===== src/rtl/ysyx_24080006_arbiter.sv =====
// Two-master to one-slave AXI4 arbiter (fetch read, load/store read+write).
// One whole transaction is granted at a time; channels are forwarded
// combinationally while granted and everything reads as zero in IDLE.

package ysyx_24080006_axi_pkg;

  typedef struct packed {
    logic [3:0]  arid;
    logic [31:0] araddr;
    logic [2:0]  arsize;
    logic [7:0]  arlen;
    logic [1:0]  arburst;
    logic        arvalid;
    logic        rready;
  } axi_r_m2s_t;

  typedef struct packed {
    logic        arready;
    logic        rvalid;
    logic [31:0] rdata;
    logic [1:0]  rresp;
    logic        rlast;
    logic [3:0]  rid;
  } axi_r_s2m_t;

  typedef struct packed {
    logic [3:0]  awid;
    logic [31:0] awaddr;
    logic [2:0]  awsize;
    logic [7:0]  awlen;
    logic [1:0]  awburst;
    logic        awvalid;
    logic [31:0] wdata;
    logic [3:0]  wstrb;
    logic        wlast;
    logic        wvalid;
    logic        bready;
  } axi_w_m2s_t;

  typedef struct packed {
    logic        awready;
    logic        wready;
    logic        bvalid;
    logic [1:0]  bresp;
    logic [3:0]  bid;
  } axi_w_s2m_t;

endpackage

// state  | meaning
// IDLE   | no grant; all outputs 0; arbitrate store > load > fetch
// IFU_R  | fetch read granted until rlast handshake
// LSU_R  | load read granted until rlast handshake
// LSU_W  | store granted until B handshake
module ysyx_24080006_arbiter
  import ysyx_24080006_axi_pkg::*;
(
  input  logic       clock,
  input  logic       reset,
  input  axi_r_m2s_t ifu_r_m2s,
  output axi_r_s2m_t ifu_r_s2m,
  input  axi_r_m2s_t lsu_r_m2s,
  output axi_r_s2m_t lsu_r_s2m,
  input  axi_w_m2s_t lsu_w_m2s,
  output axi_w_s2m_t lsu_w_s2m,
  output axi_r_m2s_t mem_r_m2s,
  input  axi_r_s2m_t mem_r_s2m,
  output axi_w_m2s_t mem_w_m2s,
  input  axi_w_s2m_t mem_w_s2m
);

  localparam logic [1:0] S_IDLE  = 2'd0;
  localparam logic [1:0] S_IFU_R = 2'd1;
  localparam logic [1:0] S_LSU_R = 2'd2;
  localparam logic [1:0] S_LSU_W = 2'd3;

  logic [1:0] state_q;
  logic [1:0] state_d;

  // Next grant: fixed priority from IDLE, hold until the final response handshake.
  always_comb begin
    state_d = state_q;
    case (state_q)
      S_IDLE: begin
        if (lsu_w_m2s.awvalid)      state_d = S_LSU_W;
        else if (lsu_r_m2s.arvalid) state_d = S_LSU_R;
        else if (ifu_r_m2s.arvalid) state_d = S_IFU_R;
      end
      S_IFU_R: begin
        if (mem_r_s2m.rvalid && ifu_r_m2s.rready && mem_r_s2m.rlast) state_d = S_IDLE;
      end
      S_LSU_R: begin
        if (mem_r_s2m.rvalid && lsu_r_m2s.rready && mem_r_s2m.rlast) state_d = S_IDLE;
      end
      S_LSU_W: begin
        if (mem_w_s2m.bvalid && lsu_w_m2s.bready) state_d = S_IDLE;
      end
      default: state_d = S_IDLE;
    endcase
  end

  // Grant register; reset abandons any transaction in flight.
  always_ff @(posedge clock) begin
    if (reset) state_q <= S_IDLE;
    else       state_q <= state_d;
  end

  // Channel steering: only the granted master is connected, everything else reads 0.
  always_comb begin
    ifu_r_s2m = '0;
    lsu_r_s2m = '0;
    lsu_w_s2m = '0;
    mem_r_m2s = '0;
    mem_w_m2s = '0;
    case (state_q)
      S_IFU_R: begin
        mem_r_m2s = ifu_r_m2s;
        ifu_r_s2m = mem_r_s2m;
      end
      S_LSU_R: begin
        mem_r_m2s = lsu_r_m2s;
        lsu_r_s2m = mem_r_s2m;
      end
      S_LSU_W: begin
        mem_w_m2s = lsu_w_m2s;
        lsu_w_s2m = mem_w_s2m;
      end
      default: ;
    endcase
  end

endmodule


===== config.mk =====
export PLATFORM = sky130hd
export DESIGN_NAME = ysyx_24080006_arbiter
export DESIGN_NICKNAME = d
export VERILOG_FILES = /design/src/rtl/ysyx_24080006_arbiter.sv
export SDC_FILE = /design/constraint.sdc
export NUM_CORES = 1
export LEC_CHECK = 0
export CORE_AREA = 2 2 182 184
export CTS_CLUSTER_SIZE = 12
export DETAILED_ROUTE_END_ITERATION = 10
export DIE_AREA = 0 0 184 186
export PLACE_DENSITY = 0.45
export SETUP_SLACK_MARGIN = 0.2
export SYNTH_ARGS = -nofsm -noshare
export SYNTH_HDL_FRONTEND = slang
export SYNTH_SLANG_ARGS = --single-unit

===== constraint.sdc =====
create_clock -name clock -period 1.8 [get_ports clock]
set_input_delay 0.36 -clock clock [delete_from_list [all_inputs] [get_ports clock]]
set_output_delay 0.36 -clock clock [all_outputs]
set_load 0.02 [all_outputs]

==> impl_results.md <==
- Final core utilization: 0.2530
- Nets: roughly 1.1k
- Relative slew slack: 0.8361
- Worst min path class: flop to flop
- Rows: 66
- Crit Path Class: flop to output pin
- Routed WL: a little under 20000 um
- Unrepaired setup endpoints after global routing: true
- WP data arrival: 1630 ps
- Leak Pwr: 0.003343 uW
- Total CTS buffers: 3
- Largest registers: state_q (2)
- Yosys warns: 0
- Pwr Density: about 740 nW/um^2
- Synthesized area per cell: approximately 6.5 um^2
- Pre-CTS setup slack: -463.3 ps
- Worst-path clk slew: about 30 ps
- Initial drt markers: roughly 100
- Max Clk Rate: roughly 0.50 GHz
- Final ANT Viol Nets: 0
- Antenna violations before repair: 1
- Post-DP HPWL: between 15000 and 20000 um
- DRC errors left: 0
- First-pass GRT wire length: 24750 um
- PortBufs: approximately 470
- Reg-to-reg slack, setup: ~220 ps
- CTS Root Cell: clkbuf_16
- Total GRT Usage: 0.09582
- Total negative slack: -15140 ps
- Area Overhead vs Synth: 266.9%
- R2R depth: 7
- Vias per cell: 3.457
- Initial DRT Pass Iterations: 4
- Global route overflow: 0
- CP required: about 1400 ps
- Hold path cells: 2
- I/O Pins: 474
- Maximum VDD drop: roughly 0.00038 V
- Final Setup Violations: 176
- Setup ws final: -187.3 ps
- Switch Pwr: 2749 uW
- CTS Sinks: 2
- Hold Vio Cnt, Final: 0
- Vias in the first global route: between 4k and 5k
- Violated checks: setup timing
- GP Congestion: between 0.7 and 0.8
- Seq/Total Area, Yosys: 0.01803
- TritonCTS clock tree: yes
- Core Box Area: roughly 32000 um^2
- Combinational power share: 0.930
- CP max FO: 13
- Clk pwr share: 0.055
- Clock skew: about 0.32 ps
- Total power draw: around 6000 uW
- Max FFs per register: 2
- Layout cells sized above 1: 0.4499
- Max-slew violations: 0
- Mapped Cells: around 340
- Internal power: 3268 uW
- Synth cell types: 19
- Clock Latency Late Sink: 220 ps
- Largest Register: state_q
- Vias: about 4.3k
- Die Y: approximately 190 um
- Least-Margin Pin Slew: between 200 and 250 ps
- Max Cap Viol: 0
- Sw Share: 0.4568
- Initial Util: 0.06896
- Die width: ~180 um
- Routed len/inst: 15.53 um
- Post-route clock period utilization: 1.104
- Largest net degree at the start of global routing: between 40 and 50
- Seq pwr share: 0.014
- Crit. End Element: output pin
- Hold slack: about 620 ps
- Tmin final: between 1500 and 2000 ps
- Status: finished, violations left
- Die area: about 34000 um^2
- Cell Area, Synth: ~2200 um^2
- CP Launch Type: flop
- #FFs+latches synth: 2
- H-tree levels: 1
- Post-Syn Nets: 591
- Clock Tree Buf Depth: 2
==> synthesized netlist by cell type <==
library cell | instances | area (um^2)
a221oi_2 | 1 | 15.01
a22oi_1 | 51 | 382.9
and2_1 | 178 | 1114
and2_2 | 2 | 15.01
and2b_1 | 1 | 7.510
buf_2 | 12 | 60.06
clkbuf_1 | 19 | 71.32
clkbuf_2 | 3 | 15.01
clkbuf_8 | 1 | 13.76
dfxtp_1 | 2 | 40.04
ha_1 | 6 | 75.07
inv_1 | 3 | 11.26
mux2i_1 | 2 | 20.02
nand2_1 | 3 | 11.26
nand3_1 | 2 | 10.01
nor2b_1 | 51 | 319.1
nor4b_2 | 1 | 15.01
o21ai_0 | 2 | 10.01
or2b_1 | 2 | 15.01
==> cell type report <==
cell class,count,area (um^2)
clock buffers,3,75.07
diodes,1,2.502
inverters,3,13.76
repair buffers,519,5114
flip-flops and latches,2,45.04
fillers,3527,24060
multi-input cells,302,2387
well taps,408,510.5
==> repair_timing <==
item                                    CTS  global route
cloned                                    1             5
endpoints found under the hold margin     0             0
endpoints found under the setup margin  232           233
pin swaps                                 2             7
buffers inserted                          1             6
hold buffers                              0             0
gates resized for setup                 734           260
==> worst max-delay path, stage by stage, from the launching register on <==
cell and delay (ps):
dfxtp_2 310, buf_6 130, ha_4 210, buf_4 160, clkbuf_16 180, a22oi_2 200, nor2b_2 70, buf_6 130
==> layout by cell type, fill, tap and decap left out <==
master           instances
clkdlybuf4s50_1        242
and2_1                 162
buf_6                   66
clkdlybuf4s15_2         60
nor2b_2                 51
buf_4                   51
clkbuf_2                41
a22oi_2                 32
buf_2                   21
a22oi_1                 19
and2_4                  16
dlygate4sd2_1           15
buf_12                  11
clkbuf_16                8
ha_4                     4
nand2_1                  3
clkdlybuf4s15_1          3
buf_8                    3
and2_2                   2
o21ai_0                  2
or2b_1                   2
nand3_1                  2
mux2i_1                  2
ha_1                     2
diode_2                  1
inv_4                    1
inv_2                    1
and2b_1                  1
nor4b_2                  1
a221oi_2                 1
inv_1                    1
buf_16                   1
dfxtp_2                  1
dfxtp_4                  1
==> final timing paths <==
path / from / to
min reg2reg: state_q[1] / state_q[1]
max reg2reg: state_q[1] / state_q[0]
max: state_q[0] / mem_r_m2s[3]
min: state_q[1] / state_q[1]
==> routing by layer <==
metal,up-vias,wire [um],GRT usage,part of all wire
met5,-,0,0,0
met3,10,1554,0.02074,0.081
met2,254,9947,0.1808,0.52
met4,0,220,0.02464,0.011
li1,2090,-,-,-
met1,1926,7502,0.1085,0.39
==> cell families after synthesis <==
kind of cell             count (synthesis)  share of synthesized area
flip-flops                               2                    0.01803
AO/OA/AOI/OAI                           54                     0.1837
buffers and inverters                   38                    0.07718
AND/OR/NAND/NOR                        240                     0.6783
multiplexers                             2                   0.009014
adder cells (fa/ha/maj)                  6                    0.03380
==> metrics by stage <==
step                      area [um^2]  cells
final                            8148   1238
after global routing             8145   1237
after CTS                        8001   1226
after detailed placement         7824   1221
after global placement           7824   1221
after floorplan                  2349    342
==> power by group through the flow <==
stage	registers [uW]	logic, uW	clock network [uW]
finish	86.9	5600	334
global route	88.5	5950	343
CTS	86.1	5120	342
detailed placement	73.7	5230	0
global placement	72.7	5270	0
floorplan	73.6	2540	0
Power figures use the tool's default switching activity.
